## config.mk

```make
export PLATFORM = sky130hd
export DESIGN_NAME = rv_mem_bridge
export DESIGN_NICKNAME = d
export VERILOG_FILES = /design/src/rtl/rv_bus_pkg.sv /design/src/rtl/rv_mem_bridge.sv
export SDC_FILE = /design/constraint.sdc
export NUM_CORES = 1
export LEC_CHECK = 0
export ABC_AREA = 1
export BUFFER_PORTS_ARGS = -buffer_cell sky130_fd_sc_hd__buf_2
export CAP_MARGIN = 20
export CORE_MARGIN = 3
export CORE_UTILIZATION = 44
export CTS_CLUSTER_SIZE = 28
export DETAILED_ROUTE_END_ITERATION = 10
export GPL_TIMING_DRIVEN = 0
export PLACE_DENSITY_LB_ADDON = 0.15
export SLEW_MARGIN = 30
export SYNTH_ARGS = -nofsm -noshare
export SYNTH_HDL_FRONTEND = slang
export SYNTH_SLANG_ARGS = --single-unit
```

## constraint.sdc

```tcl
create_clock -name clk -period 1.6 [get_ports clk]
set_input_delay 0.16 -clock clk [delete_from_list [all_inputs] [get_ports clk]]
set_output_delay 0.16 -clock clk [all_outputs]
set_load 0.005 [all_outputs]
```

## src/rtl/rv_bus_pkg.sv

```systemverilog
// Shared types and constants for the rv32 memory-side bridge.
package rv_bus_pkg;

  typedef enum logic [1:0] {
    IDLE,
    RAM_WS,
    IO_WAIT
  } bridge_state_e;

  localparam logic [31:0] BUS_ERR_DATA = 32'hDEADBEEF;

  function automatic logic is_io(input logic [31:0] addr, input int io_bit);
    return addr[io_bit];
  endfunction

endpackage

```

## src/rtl/rv_mem_bridge.sv

```systemverilog
// Decodes core memory accesses to sync SRAM or the IO bus.
// IO accesses are timed out and reported through a sticky error flag.
module rv_mem_bridge
  import rv_bus_pkg::*;
#(
  parameter int ADDR_WIDTH = 24,
  parameter int IO_BIT     = 22,
  parameter int RAM_AW     = 14,
  parameter int RAM_WAIT   = 0,
  parameter int IO_TIMEOUT = 255
) (
  input  logic              clk,
  input  logic              rst,
  input  logic [31:0]       mem_addr,
  input  logic [31:0]       mem_wdata,
  input  logic [3:0]        mem_wmask,
  input  logic              mem_rstrb,
  output logic [31:0]       mem_rdata,
  output logic              mem_rbusy,
  output logic              mem_wbusy,
  output logic              ram_en,
  output logic [3:0]        ram_we,
  output logic [RAM_AW-1:0] ram_addr,
  output logic [31:0]       ram_wdata,
  input  logic [31:0]       ram_rdata,
  output logic              io_valid,
  output logic              io_we,
  output logic [3:0]        io_wmask,
  output logic [31:0]       io_addr,
  output logic [31:0]       io_wdata,
  input  logic              io_ready,
  input  logic [31:0]       io_rdata,
  output logic              bus_err,
  input  logic              err_clr
);

  localparam int          TW         = $clog2(IO_TIMEOUT + 1);
  localparam bit          RAM_DIRECT = (RAM_WAIT == 0);
  localparam logic [31:0] ADDR_MASK  = (ADDR_WIDTH >= 32) ? 32'hFFFF_FFFF
                                                          : ((32'h1 << ADDR_WIDTH) - 32'h1);

  bridge_state_e state, next_state;

  logic [TW-1:0] tmo_cnt;
  logic [3:0]    ws_cnt;
  logic [31:0]   rdata_q;
  logic          src_ram;

  logic req_write;
  logic req_any;
  logic addr_io;
  logic accept;
  logic ws_last;
  logic tmo_hit;

  assign req_write = |mem_wmask;
  assign req_any   = req_write | mem_rstrb;
  assign addr_io   = is_io(mem_addr & ADDR_MASK, IO_BIT);
  assign ws_last   = (ws_cnt == 4'(RAM_WAIT - 1));
  assign tmo_hit   = (state == IO_WAIT) && !io_ready && (tmo_cnt == TW'(IO_TIMEOUT - 1));

  assign ram_addr  = mem_addr[RAM_AW+1:2];
  assign ram_wdata = mem_wdata;
  assign mem_rdata = src_ram ? ram_rdata : rdata_q;

  always_ff @(posedge clk or negedge rst) begin
    if (!rst) begin
      state <= IDLE;
    end else begin
      // NOTE: clocked state uses non-blocking assignments so every register
      // samples pre-edge values regardless of process evaluation order.
      state <= next_state;
    end
  end

  always_comb begin
    // NOTE: every output of this block gets a default first; a path that
    // skips an assignment would otherwise infer a latch.
    next_state = state;
    accept     = 1'b0;
    ram_en     = 1'b0;
    ram_we     = 4'h0;
    mem_rbusy  = 1'b0;
    mem_wbusy  = 1'b0;
    case (state)
      IDLE: begin
        // The rst term keeps the SRAM strobes quiet while reset is held.
        if (req_any && rst) begin
          accept = 1'b1;
          if (addr_io) begin
            next_state = IO_WAIT;
          end else begin
            ram_en = 1'b1;
            ram_we = req_write ? mem_wmask : 4'h0;
            if (!req_write && !RAM_DIRECT) next_state = RAM_WS;
          end
        end
      end
      RAM_WS: begin
        mem_rbusy = 1'b1;
        if (ws_last) next_state = IDLE;
      end
      IO_WAIT: begin
        mem_rbusy = !io_we;
        mem_wbusy = io_we;
        if (io_ready || tmo_hit) next_state = IDLE;
      end
      default: next_state = IDLE;
    endcase
  end

  always_ff @(posedge clk or negedge rst) begin
    if (!rst) begin
      io_valid <= 1'b0;
      io_we    <= 1'b0;
      io_wmask <= 4'h0;
      io_addr  <= 32'h0;
      io_wdata <= 32'h0;
      tmo_cnt  <= '0;
      ws_cnt   <= 4'h0;
      rdata_q  <= 32'h0;
      src_ram  <= 1'b0;
      bus_err  <= 1'b0;
    end else begin
      if (accept) ws_cnt <= 4'h0;
      if (accept && addr_io) begin
        io_addr  <= mem_addr;
        io_wdata <= mem_wdata;
        io_wmask <= mem_wmask;
        io_we    <= req_write;
        io_valid <= 1'b1;
        tmo_cnt  <= '0;
      end
      // Writes leave the read-data source alone so the last read stays visible.
      if (accept && !req_write) src_ram <= !addr_io && RAM_DIRECT;

      if (state == RAM_WS) begin
        if (ws_cnt == 4'h0) rdata_q <= ram_rdata;
        ws_cnt <= ws_cnt + 4'h1;
      end

      if (state == IO_WAIT) begin
        if (io_ready) begin
          io_valid <= 1'b0;
          if (!io_we) rdata_q <= io_rdata;
        end else if (tmo_hit) begin
          io_valid <= 1'b0;
          rdata_q  <= BUS_ERR_DATA;
        end else begin
          tmo_cnt <= tmo_cnt + 1'b1;
        end
      end

      if (tmo_hit) bus_err <= 1'b1;
      else if (err_clr) bus_err <= 1'b0;
    end
  end

endmodule

```

==> run_summary.xml, run 1 <==
<?xml version="1.0" encoding="UTF-8"?>
<metrics>
  <group name="final_layout">
    <metric name="final.fill_count" unit="">922</metric>
    <metric name="finish.net_count" unit="">1163</metric>
    <metric name="area_used_by_multi_input_combinational_logic" unit="um^2">2163</metric>
    <metric name="final-seq-area" unit="um^2">2830</metric>
    <metric name="post_route_cells_drive_above_1_share" unit="%">44.94</metric>
    <metric name="area_delta_synth_final" unit="%">59.38</metric>
  </group>
  <group name="timing">
    <metric name="min_period" unit="ns">1.649</metric>
    <metric name="slew_violations" unit="">0</metric>
    <metric name="timing.final.hold_violations" unit="">0</metric>
    <metric name="setup_slack" unit="ns">-0.04923</metric>
    <metric name="slew_headroom" unit="%">68.68</metric>
    <metric name="post-route-period-util" unit="%">103.1</metric>
    <metric name="timing_worst_slew_pin_value" unit="ns">0.4697</metric>
    <metric name="max_freq" unit="MHz">606.3</metric>
    <metric name="final_worst_clock_skew" unit="ns">0.006426</metric>
    <metric name="setup-violations-final" unit="">31</metric>
    <metric name="grt_setup_unrepaired" unit="">true</metric>
  </group>
  <group name="route">
    <metric name="routedWlPerCell" unit="um">15.33</metric>
    <metric name="totalWireLength" unit="um">18490</metric>
    <metric name="remaining_drc_errors" unit="">0</metric>
    <metric name="drtIter0Drc" unit="">325</metric>
    <metric name="drt_first_pass_iters" unit="">4</metric>
    <metric name="post_drt_via_cell_ratio" unit="">4.618</metric>
    <metric name="postRouteAntennaNets" unit="">0</metric>
    <metric name="via_count" unit="">5569</metric>
  </group>
  <group name="synthesis">
    <metric name="synth-warning-count" unit="">0</metric>
    <metric name="ys_ff_latch" unit="">113</metric>
    <metric name="yosys.area_share.xor_xnor" unit="%">0.1577</metric>
    <metric name="synth_top_family_by_area" unit="">simple AND/OR/NAND/NOR gates</metric>
    <metric name="proportion_of_synthesized_chip_area_in_sequential_cells" unit="%">50.91</metric>
    <metric name="netlist-cell-type-count" unit="">32</metric>
    <metric name="async_flop_share" unit="%">100.0</metric>
    <metric name="syn-mean-instance-area" unit="um^2">8.678</metric>
    <metric name="simple_gate_area_share_of_the_yosys_netlist" unit="%">28.99</metric>
    <metric name="ys_dominant_reg_cell" unit="">dfrtp_1</metric>
    <metric name="synth_fa_ha_area_share" unit="%">0.4506</metric>
    <metric name="synth_enable_flop_cells" unit="">0</metric>
    <metric name="synth.mux.area_fraction" unit="%">6.488</metric>
    <metric name="mappedNetlistArea" unit="um^2">5554</metric>
    <metric name="synth_compound_area_share" unit="%">1.442</metric>
    <metric name="gate_count_post_synth" unit="">640</metric>
    <metric name="syn-num-nets" unit="">779</metric>
  </group>
  <group name="global_routing">
    <metric name="grt_first_pass_wirelength" unit="um">28580</metric>
    <metric name="grt_pass1_vias" unit="">5682</metric>
    <metric name="track_usage" unit="%">25.69</metric>
    <metric name="overflow" unit="">0</metric>
    <metric name="grt_start_max_net_pins" unit="">76</metric>
    <metric name="antenna_found_initial" unit="">1</metric>
  </group>
  <group name="job">
    <metric name="cap_viol_max_count" unit="">0</metric>
  </group>
  <group name="worst_setup_path">
    <metric name="critical_path.reg2reg.endpoint" unit="">tmo_cnt[4]</metric>
    <metric name="worst_ep_required_time" unit="ns">1.44</metric>
    <metric name="reg2reg_depth" unit="">9</metric>
    <metric name="critPathCaptureType" unit="">output pin</metric>
    <metric name="startpoint_type" unit="">flip-flop</metric>
    <metric name="worst-path-max-fanout" unit="">10</metric>
    <metric name="reg2reg_slack" unit="ns">0.06</metric>
    <metric name="timing_worst_setup_path_type" unit="">flip-flop to output pin</metric>
    <metric name="timing.rr.start" unit="">state[1]</metric>
    <metric name="setup.worst_path.start" unit="">src_ram</metric>
    <metric name="critPathArrivalTime" unit="ns">1.49</metric>
  </group>
  <group name="power_and_ir_drop">
    <metric name="power.leakage" unit="nW">5.014</metric>
    <metric name="p_seq_share" unit="%">35.2</metric>
    <metric name="power.share.switching" unit="%">26.90</metric>
    <metric name="pwr-share-clk" unit="%">38.4</metric>
    <metric name="intPower" unit="W">0.008533</metric>
    <metric name="power_switching" unit="W">0.003140</metric>
    <metric name="power.ir.vdd_worst" unit="uV">586.0</metric>
    <metric name="power.combinational.fraction" unit="%">26.4</metric>
    <metric name="power-per-cell-area" unit="nW/um^2">1319</metric>
    <metric name="report.power.total" unit="W">0.01167</metric>
  </group>
  <group name="min_path">
    <metric name="timing.hold.worst_path_depth" unit="">3</metric>
    <metric name="min_path_type" unit="">primary input to flip-flop</metric>
    <metric name="hold_end" unit="">rdata_q[8]</metric>
    <metric name="min_from" unit="">io_rdata[8]</metric>
  </group>
  <group name="clock_network">
    <metric name="cts-buffers-inserted" unit="">17</metric>
    <metric name="cts_buffer_depth" unit="">2</metric>
    <metric name="htree_num_levels" unit="">4</metric>
    <metric name="clk-insertion-delay-late" unit="ns">0.40</metric>
    <metric name="cts_tree" unit="">done</metric>
    <metric name="clk_pin_slew" unit="ns">0.05</metric>
    <metric name="cts_root_buffer" unit="">clkbuf_16</metric>
    <metric name="clock_sinks" unit="">113</metric>
  </group>
  <group name="floorplanning">
    <metric name="boundaryPins" unit="">293</metric>
    <metric name="rows" unit="">40</metric>
    <metric name="start_util" unit="%">45.67</metric>
    <metric name="design.core.area" unit="um^2">12160</metric>
    <metric name="design.die.area" unit="um^2">14010</metric>
    <metric name="chipWidth" unit="um">118.4</metric>
    <metric name="die_height" unit="um">118.4</metric>
  </group>
  <group name="placed_design">
    <metric name="buffer_ports.inserted" unit="">292</metric>
    <metric name="detailedPlace.worstSlack" unit="ns">-0.1133</metric>
    <metric name="gp_congestion" unit="">0.8199</metric>
    <metric name="detailedPlacementHpwl" unit="um">12450</metric>
  </group>
  <group name="outcome">
    <metric name="outcome" unit="">complete, but fails checks</metric>
    <metric name="violated_checks" unit="">negative setup slack</metric>
  </group>
</metrics>
==> placed cells by master, fill, tap and decap left out, types with 3 or more instances in the layout <==
cell	count
buf_2	288
buf_4	54
buf_6	18
buf_8	3
bufinv_16	7
clkbuf_1	7
clkbuf_16	17
clkbuf_2	5
clkbuf_8	3
dfrtp_1	111
dlygate4sd3_1	66
inv_1	20
inv_2	3
mux2_2	21
mux2_4	11
nand2_1	283
nand3_1	33
nand4_1	11
nor2_1	11
nor2_2	4
o21ai_0	9
or2_0	5
or2_1	5
or2_2	15
==> power by group through the flow <==
stage	clock (W)	combinational, W	sequential, W
global route	0.00467	0.00342	0.00419
finish	0.00448	0.00309	0.00411
CTS	0.00454	0.00287	0.00408
global placement	0	0.00263	0.00409
detailed placement	0	0.00269	0.00409
floorplan	0	0.00142	0.00402
==> worst max path at each step <==
stage,cells after the start,slack [ns],to
finish,3,-0.05,mem_rdata[30]
global route,3,-0.09,mem_rdata[21]
CTS,3,-0.07,mem_rdata[30]
detailed placement,9,-0.11,io_wdata[7]
global placement,9,-2.04,io_addr[24]
floorplan,9,0.32,rdata_q[14]
==> worst max-delay path, cell delays in order (launching register included) <==
cell and delay (ns):
dfrtp_2 0.44, buf_8 0.18, mux2_2 0.34, buf_2 0.13
==> through the flow <==
stage | hold WS, ns | setup TNS, ns | instance area [um^2] | instances | utilization (%)
final | 0.01100 | -0.7527 | 8852 | 1206 | 72.79
after global routing | 0.008091 | -2.571 | 8850 | 1205 | 72.77
after CTS | 0.0002702 | -1.248 | 8691 | 1200 | 71.46
after detailed placement | 0.06483 | -3.112 | 7263 | 1101 | 59.72
after global placement | 0.3529 | -285.55 | 7226 | 1100 | 59.41
after floorplan | -0.1356 | 0 | 5554 | 640 | -
==> logic make-up (layout without fill, tap and decap cells) <==
group | count (synthesis) | in the layout
simple gates | 376 | 377
flops | 113 | 113
buf+inv | 102 | 498
mux | 32 | 32
compound gates | 14 | 14
fa+ha+maj | 2 | 2
xor+xnor | 1 | 1
other cells | 0 | 1
==> Yosys cell counts, types with 3 or more instances <==
cell type,instances,area share [%]
buf_2,8,0.72
buf_4,50,6.8
buf_6,8,1.6
clkbuf_1,10,0.68
dfrtp_1,113,51
inv_1,20,1.4
inv_2,3,0.20
mux2_2,32,6.5
nand2_1,283,19
nand3_1,34,3.1
nand4_1,11,1.2
nor2_1,14,0.95
o21ai_0,9,0.81
or2_0,5,0.56
or2_1,5,0.56
or2_2,15,1.7
==> flip-flops by register name, indices dropped and copies added, names as in the netlist <==
register  flops
io_valid      1
io_wmask      4
rdata_q      32
io_addr      32
io_wdata     32
io_we         1
state         1
tmo_cnt       8
src_ram       1
bus_err       1
==> what timing repair did <==
action	in CTS	in global routing
hold buffers	67	0
buffers inserted	1	4
endpoints found under the hold margin	103	0
pin swaps	1	2
gates cloned	0	1
setup endpoints to repair	57	98
gates resized for setup	11	33
==> layer usage <==
metal | GRT usage, % | part of all wire (%) | vias up
li1 | - | - | 2733
met1 | 28.50 | 39 | 2553
met2 | 45.30 | 50 | 243
met3 | 8.565 | 7.8 | 38
met4 | 10.18 | 3.1 | 2
met5 | 0 | 0.038 | -
==> area by class of cell <==
| class | instances | share of cell area (%) |
|---|---|---|
| sequential | 113 | 31.97 |
| clock buffer | 22 | 5.357 |
| antenna | 1 | 0.02827 |
| tap | 168 | 2.375 |
| timing repair buffer | 365 | 25.61 |
| clock inverter | 10 | 2.572 |
| buffer | 77 | 6.587 |
| multi-input combinational | 426 | 24.44 |
| inverter | 24 | 1.060 |
Power figures use the tool's default switching activity.
==> run 2, diff against run 1 <==
Settings changed: CELL_PAD_IN_SITES_DETAIL_PLACEMENT set to 1, CELL_PAD_IN_SITES_GLOBAL_PLACEMENT set to 2, CORE_MARGIN 3 to not set, CORE_UTILIZATION 44 to 25, SKIP_LAST_GASP set to 1.
==> run_summary.xml, run 2 (same netlist as run 1, synthesis figures left out) <==
<?xml version="1.0" encoding="UTF-8"?>
<metrics>
  <group name="clock_network">
    <metric name="clk_pin_slew" unit="ns">0.05</metric>
    <metric name="clock_sinks" unit="">113</metric>
    <metric name="cts-buffers-inserted" unit="">17</metric>
    <metric name="cts_root_buffer" unit="">clkbuf_16</metric>
    <metric name="cts_buffer_depth" unit="">2</metric>
    <metric name="cts_tree" unit="">done</metric>
    <metric name="htree_num_levels" unit="">4</metric>
    <metric name="clk-insertion-delay-late" unit="ns">0.42</metric>
  </group>
  <group name="route">
    <metric name="drt_first_pass_iters" unit="">4</metric>
    <metric name="post_drt_via_cell_ratio" unit="">4.206</metric>
    <metric name="remaining_drc_errors" unit="">0</metric>
    <metric name="via_count" unit="">5590</metric>
    <metric name="routedWlPerCell" unit="um">15.25</metric>
    <metric name="totalWireLength" unit="um">20270</metric>
    <metric name="drtIter0Drc" unit="">151</metric>
    <metric name="postRouteAntennaNets" unit="">0</metric>
  </group>
  <group name="power_and_ir_drop">
    <metric name="power.ir.vdd_worst" unit="uV">627.9</metric>
    <metric name="power-per-cell-area" unit="nW/um^2">1213</metric>
    <metric name="report.power.total" unit="W">0.01090</metric>
    <metric name="power.leakage" unit="nW">4.996</metric>
  </group>
  <group name="worst_setup_path">
    <metric name="critPathArrivalTime" unit="ns">1.54</metric>
    <metric name="startpoint_type" unit="">flip-flop</metric>
    <metric name="worst-path-max-fanout" unit="">10</metric>
    <metric name="cp_cell_sequence" unit="">buf_6 &gt; mux2_2 &gt; buf_2</metric>
    <metric name="critical_path.max_stage_delay" unit="ns">0.47</metric>
    <metric name="critical_path_s_top_delay_family" unit="">flip-flops</metric>
    <metric name="timing_worst_setup_path_type" unit="">flip-flop to output pin</metric>
    <metric name="critPathCaptureType" unit="">output pin</metric>
    <metric name="worst_ep_required_time" unit="ns">1.44</metric>
    <metric name="cpMaxStageDelayCell" unit="">dfrtp_2</metric>
    <metric name="cp_num_buf_inv" unit="">2</metric>
  </group>
  <group name="timing">
    <metric name="post-route-period-util" unit="%">106.3</metric>
    <metric name="min_period" unit="ns">1.701</metric>
    <metric name="slew_violations" unit="">0</metric>
    <metric name="setup-violations-final" unit="">35</metric>
    <metric name="totalNegativeSetupSlack" unit="ns">-2.591</metric>
    <metric name="setup_slack" unit="ns">-0.1006</metric>
    <metric name="final_worst_clock_skew" unit="ns">0.007961</metric>
    <metric name="max_freq" unit="MHz">588.0</metric>
    <metric name="grt_setup_unrepaired" unit="">true</metric>
    <metric name="slew_headroom" unit="%">65.23</metric>
    <metric name="timing_worst_slew_pin_value" unit="ns">0.5216</metric>
    <metric name="timing.final.hold_violations" unit="">0</metric>
  </group>
  <group name="final_layout">
    <metric name="most-common-layout-cells" unit="">buf_2, nand2_1, dfrtp_1</metric>
    <metric name="area_delta_synth_final" unit="%">61.88</metric>
    <metric name="layout.cells.most_common" unit="">buf_2</metric>
    <metric name="final-seq-area" unit="um^2">2829</metric>
    <metric name="post_route_cells_drive_above_1_share" unit="%">44.75</metric>
    <metric name="finish.net_count" unit="">1175</metric>
    <metric name="reg.largest.list" unit="">io_addr (32), io_wdata (32), rdata_q (32)</metric>
    <metric name="area_used_by_multi_input_combinational_logic" unit="um^2">2118</metric>
    <metric name="final.fill_count" unit="">2655</metric>
  </group>
  <group name="floorplanning">
    <metric name="chipWidth" unit="um">151.1</metric>
    <metric name="boundaryPins" unit="">293</metric>
    <metric name="rows" unit="">54</metric>
    <metric name="design.die.area" unit="um^2">22820</metric>
    <metric name="die_height" unit="um">151.1</metric>
    <metric name="design.core.area" unit="um^2">21820</metric>
    <metric name="start_util" unit="%">25.45</metric>
  </group>
  <group name="placed_design">
    <metric name="detailedPlacementHpwl" unit="um">14500</metric>
    <metric name="gp_congestion" unit="">0.6946</metric>
    <metric name="buffer_ports.inserted" unit="">292</metric>
  </group>
  <group name="outcome">
    <metric name="outcome" unit="">complete, but fails checks</metric>
    <metric name="violated_checks" unit="">negative setup slack</metric>
  </group>
  <group name="min_path">
    <metric name="min_path_type" unit="">primary input to flip-flop</metric>
  </group>
  <group name="global_routing">
    <metric name="track_usage" unit="%">18.16</metric>
    <metric name="overflow" unit="">0</metric>
    <metric name="grt_pass1_vias" unit="">5790</metric>
    <metric name="antenna_found_initial" unit="">0</metric>
    <metric name="grt_first_pass_wirelength" unit="um">30970</metric>
    <metric name="grt_start_max_net_pins" unit="">46</metric>
  </group>
  <group name="job">
    <metric name="cap_viol_max_count" unit="">0</metric>
  </group>
</metrics>
## run 2: changes by cell type in the layout (fill, tap and decap cells not counted), moves of 3 or more
cell | previous run | this run
mux2_2 | 21 | 32
mux2_4 | 11 | 0
buf_2 | 288 | 295
buf_6 | 18 | 11
dlygate4sd3_1 | 66 | 72
bufinv_16 | 7 | 2
buf_12 | 1 | 4
buf_4 | 54 | 57
clkbuf_2 | 5 | 2
## run 2: routing by layer
layer  global-route usage [%]  routed length [um]  vias to the layer above
met1                    21.55                8488                     2620
met5                        0                   0                        -
met3                    5.331                1448                       20
met4                    6.300                 284                        0
met2                    31.08               10050                      197
li1                         -                   -                     2753
## run 2: timing repair
item                       in CTS  in global routing
setup endpoints to repair     118                 95
hold endpoints to repair      148                  0
hold buffers                   75                  0
pin swaps                       3                  5
gates resized for setup        14                 12
cloned                          1                  0
setup buffers                   4                  5
## run 2: where the power goes
group	total [W]	internal, W	switching [W]
Clock	0.00382	0.00244	0.00138
Sequential	0.00408	0.00362	0.000456
Combinational	0.00300	0.00162	0.00138
Total	0.0109	0.00769	0.00322
## run 2: through the flow
stage | util, % | setup slack [ns] | hold WS [ns] | cell area, um^2 | cells
floorplan | - | 0.3171 | -0.1356 | 5554 | 640
global placement | 33.75 | -2.301 | 0.3527 | 7366 | 1212
detailed placement | 33.92 | -0.6571 | 0.08742 | 7403 | 1213
CTS | 40.79 | -0.1258 | 0.002657 | 8902 | 1323
global route | 41.19 | -0.1579 | 0.02165 | 8989 | 1328
finish | 41.20 | -0.1006 | 0.01874 | 8991 | 1329
## run 2: cell type report
cell class / instances / share of cell area (%)
Inverter: 24 / 1.044
Multi-Input combinational cell: 425 / 23.56
Tap cell: 280 / 3.896
Clock inverter: 9 / 1.183
Clock buffer: 22 / 5.385
Sequential cell: 113 / 31.46
Antenna cell: 1 / 0.02783
Buffer: 77 / 6.540
Timing Repair Buffer: 378 / 26.90
## run 2: final timing paths
path	from	endpoint	slack [ns]	cells past startpoint
hold reg to reg	io_addr[22]	io_addr[22]	0.46	1
hold / removal	io_rdata[17]	rdata_q[17]	0.02	3
min in group asynchronous	rst	io_valid	0.50	3
max in group asynchronous	rst	io_wdata[22]	0.84	4
setup reg to reg	state[1]	io_addr[31]	0.07	8
setup / recovery	src_ram	mem_rdata[19]	-0.10	3
## run 2: tightest hold or removal path, cell delays in order
cell and delay (ns):
buf_2 0.10, nand4_1 0.07, nand2_1 0.05
==> run 3, diff against run 2 <==
Settings changed: ABC_AREA 1 to not set, CORE_UTILIZATION 25 to 26, RECOVER_POWER set to 25.
==> run_summary.xml, run 3 <==
<?xml version="1.0" encoding="UTF-8"?>
<metrics>
  <group name="timing">
    <metric name="min_period" unit="ns">1.723</metric>
    <metric name="timing.final.hold_violations" unit="">57</metric>
    <metric name="final_worst_clock_skew" unit="ns">0.007634</metric>
    <metric name="timing_worst_slew_pin_value" unit="ns">0.5960</metric>
    <metric name="slew_headroom" unit="%">59.90</metric>
    <metric name="slew_violations" unit="">0</metric>
    <metric name="grt_setup_unrepaired" unit="">true</metric>
    <metric name="setup-violations-final" unit="">95</metric>
    <metric name="post-route-period-util" unit="%">107.7</metric>
    <metric name="setup_slack" unit="ns">-0.1232</metric>
    <metric name="totalNegativeSetupSlack" unit="ns">-6.580</metric>
    <metric name="max_freq" unit="MHz">580.3</metric>
    <metric name="fin_worst_hold_slack" unit="ns">-0.3141</metric>
  </group>
  <group name="worst_setup_path">
    <metric name="timing.rr.start" unit="">state[1]</metric>
    <metric name="worst-path-max-fanout" unit="">7</metric>
    <metric name="worst_ep_required_time" unit="ns">1.44</metric>
    <metric name="critPathArrivalTime" unit="ns">1.56</metric>
    <metric name="critPathCaptureType" unit="">output pin</metric>
    <metric name="startpoint_type" unit="">flip-flop</metric>
    <metric name="timing_worst_setup_path_type" unit="">flip-flop to output pin</metric>
    <metric name="reg2reg_slack" unit="ns">-0.09</metric>
    <metric name="reg2reg_depth" unit="">7</metric>
    <metric name="critical_path.reg2reg.endpoint" unit="">io_wdata[10]</metric>
  </group>
  <group name="clock_network">
    <metric name="clk-insertion-delay-late" unit="ns">0.41</metric>
    <metric name="cts_tree" unit="">done</metric>
    <metric name="clk_pin_slew" unit="ns">0.06</metric>
    <metric name="htree_num_levels" unit="">4</metric>
    <metric name="cts_buffer_depth" unit="">2</metric>
    <metric name="cts_root_buffer" unit="">clkbuf_16</metric>
    <metric name="clock_sinks" unit="">113</metric>
    <metric name="holdBufCountCts" unit="">84</metric>
    <metric name="cts-buffers-inserted" unit="">17</metric>
  </group>
  <group name="outcome">
    <metric name="outcome" unit="">complete, but fails checks</metric>
    <metric name="violated_checks" unit="">negative hold slack, negative setup slack</metric>
  </group>
  <group name="synthesis">
    <metric name="synth_enable_flop_cells" unit="">0</metric>
    <metric name="syn-num-nets" unit="">513</metric>
    <metric name="ys_ff_latch" unit="">113</metric>
    <metric name="async_flop_share" unit="%">100.0</metric>
    <metric name="netlist-cell-type-count" unit="">33</metric>
    <metric name="mappedNetlistArea" unit="um^2">5079</metric>
    <metric name="synth_top_cells_by_count" unit="">dfrtp_1, mux2_2, buf_4, mux2_1, o22a_1</metric>
    <metric name="synth.area.top_cells" unit="">dfrtp_1, mux2_2, buf_4, mux2_1, o22a_1</metric>
    <metric name="proportion_of_synthesized_chip_area_in_sequential_cells" unit="%">55.68</metric>
    <metric name="synth_top_area_cell" unit="">dfrtp_1</metric>
    <metric name="ys_dominant_reg_cell" unit="">dfrtp_1</metric>
    <metric name="synth-warning-count" unit="">0</metric>
    <metric name="post-synth-top-area-fraction" unit="%">55.68</metric>
    <metric name="syn-mean-instance-area" unit="um^2">13.58</metric>
    <metric name="post-synth-top-count-cell" unit="">dfrtp_1</metric>
    <metric name="gate_count_post_synth" unit="">374</metric>
  </group>
  <group name="min_path">
    <metric name="min_path_type" unit="">primary input to asynchronous set/reset pin</metric>
  </group>
  <group name="global_routing">
    <metric name="grt_start_max_net_pins" unit="">61</metric>
    <metric name="grt_first_pass_wirelength" unit="um">26690</metric>
    <metric name="grt_pass1_vias" unit="">5058</metric>
    <metric name="track_usage" unit="%">17.54</metric>
    <metric name="antenna_found_initial" unit="">0</metric>
    <metric name="overflow" unit="">0</metric>
  </group>
  <group name="floorplanning">
    <metric name="start_util" unit="%">26.79</metric>
    <metric name="design.core.area" unit="um^2">18960</metric>
    <metric name="die_height" unit="um">141.8</metric>
    <metric name="rows" unit="">50</metric>
    <metric name="boundaryPins" unit="">293</metric>
    <metric name="design.die.area" unit="um^2">20100</metric>
    <metric name="chipWidth" unit="um">141.8</metric>
  </group>
  <group name="final_layout">
    <metric name="area_delta_synth_final" unit="%">82.06</metric>
    <metric name="reg.largest.list" unit="">io_addr (32), io_wdata (32), rdata_q (32)</metric>
    <metric name="layoutNonFillerInstCount" unit="">1070</metric>
    <metric name="finish.net_count" unit="">936</metric>
    <metric name="post_route_cells_drive_above_1_share" unit="%">65.80</metric>
    <metric name="layout.cells.most_common" unit="">buf_2</metric>
    <metric name="n_antenna_cell" unit="">0</metric>
    <metric name="most-common-layout-cells" unit="">buf_2, dfrtp_1, dlygate4sd3_1</metric>
  </group>
  <group name="job">
    <metric name="cap_viol_max_count" unit="">0</metric>
  </group>
  <group name="route">
    <metric name="via_count" unit="">4673</metric>
    <metric name="drt_first_pass_iters" unit="">4</metric>
    <metric name="drtIter0Drc" unit="">73</metric>
    <metric name="totalWireLength" unit="um">18570</metric>
    <metric name="remaining_drc_errors" unit="">0</metric>
    <metric name="post_drt_via_cell_ratio" unit="">4.367</metric>
    <metric name="routedWlPerCell" unit="um">17.35</metric>
    <metric name="postRouteAntennaNets" unit="">0</metric>
  </group>
  <group name="placed_design">
    <metric name="detailedPlacementHpwl" unit="um">12240</metric>
    <metric name="gp_congestion" unit="">0.7513</metric>
    <metric name="buffer_ports.inserted" unit="">292</metric>
    <metric name="placedCellCount" unit="">927</metric>
  </group>
  <group name="power_and_ir_drop">
    <metric name="power.leakage" unit="nW">4.561</metric>
    <metric name="power.ir.vdd_worst" unit="uV">759.1</metric>
    <metric name="power-per-cell-area" unit="nW/um^2">1232</metric>
  </group>
</metrics>
## run 3: cell types whose count changed after synthesis, moves of 9 or more
cell     before  now
mux2_2       32   68
nand2_1     283    8
o22a_1        0   24
mux2_1        0   31
nor2_1       14    4
nand3_1      34    6
nand4_1      11    2
inv_1        20    3
or2_2        15    0
## run 3: cell type report
cell class / count / area [um^2]
buffer: 61 / 560.5
timing repair buffer: 406 / 2868
inverter: 3 / 11.26
clock inverter: 12 / 85.08
fill: 2033 / 9709
sequential: 113 / 2830
clock buffer: 20 / 466.7
multi-input combinational: 195 / 2100
tap: 260 / 325.3
## run 3: metrics by stage
stage	setup WS, ns	instance area (um^2)	total power, W	hold WS [ns]	utilization, %
after floorplan	-0.04528	5091	0.005357	-0.1356	-
after global placement	-1.979	6878	0.006697	0.3573	36.28
after detailed placement	-0.4119	6915	0.006791	0.1282	36.48
after CTS	-0.1977	8633	0.01083	-0.3113	45.54
after global routing	-0.1615	9246	0.01204	-0.2873	48.78
final	-0.1232	9246	0.01139	-0.3141	48.78
## run 3: worst max path at each step
stage,startpoint,to,slack (ns)
after detailed placement,mem_wmask[0],io_wdata[15],-0.41
after global placement,rst,io_wdata[9],-1.98
after CTS,state[1],ram_we[2],-0.20
after floorplan,mem_wmask[0],io_addr[26],-0.05
after global routing,src_ram,mem_rdata[30],-0.16
final,src_ram,mem_rdata[30],-0.12
## run 3: cells by family (layout without fill, tap and decap cells)
family,count (synthesis),in the layout,share of synthesized area (%)
DFF,113,113,55.68
adders and majority gates,2,2,0.4927
buffers and inverters,66,502,9.288
and+or+nand+nor,39,39,4.114
xor gates and xnor gates,1,1,0.1725
AOI/OAI and AO/OA,54,54,8.302
muxes,99,99,21.95
## run 3: repair_timing
| item | in CTS | in global routing |
|---|---|---|
| pin swaps | 6 | 24 |
| cloned | 1 | 8 |
| endpoints found under the hold margin | 141 | 57 |
| setup buffers | 13 | 9 |
| resized for setup | 51 | 94 |
| setup endpoints to repair | 108 | 105 |
## run 3: worst max-delay path, stage by stage, from the launching register on
cell and delay (ns):
dfrtp_2 0.41, buf_12 0.15, clkbuf_16 0.16, mux2_4 0.30
buf_6 0.12
## run 3: metal layers
layer | GRT usage, % | wire length [um]
met5 | 0 | 0
met3 | 5.872 | 1512
met2 | 30.67 | 9573
met4 | 7.187 | 261
met1 | 19.52 | 7218
## run 3: where the power goes
group | switching (W) | internal (W) | total, W
registers | 0.000457 | 0.00362 | 0.00408
clock network | 0.00137 | 0.00209 | 0.00346
logic | 0.00135 | 0.00250 | 0.00385
total | 0.00317 | 0.00822 | 0.0114
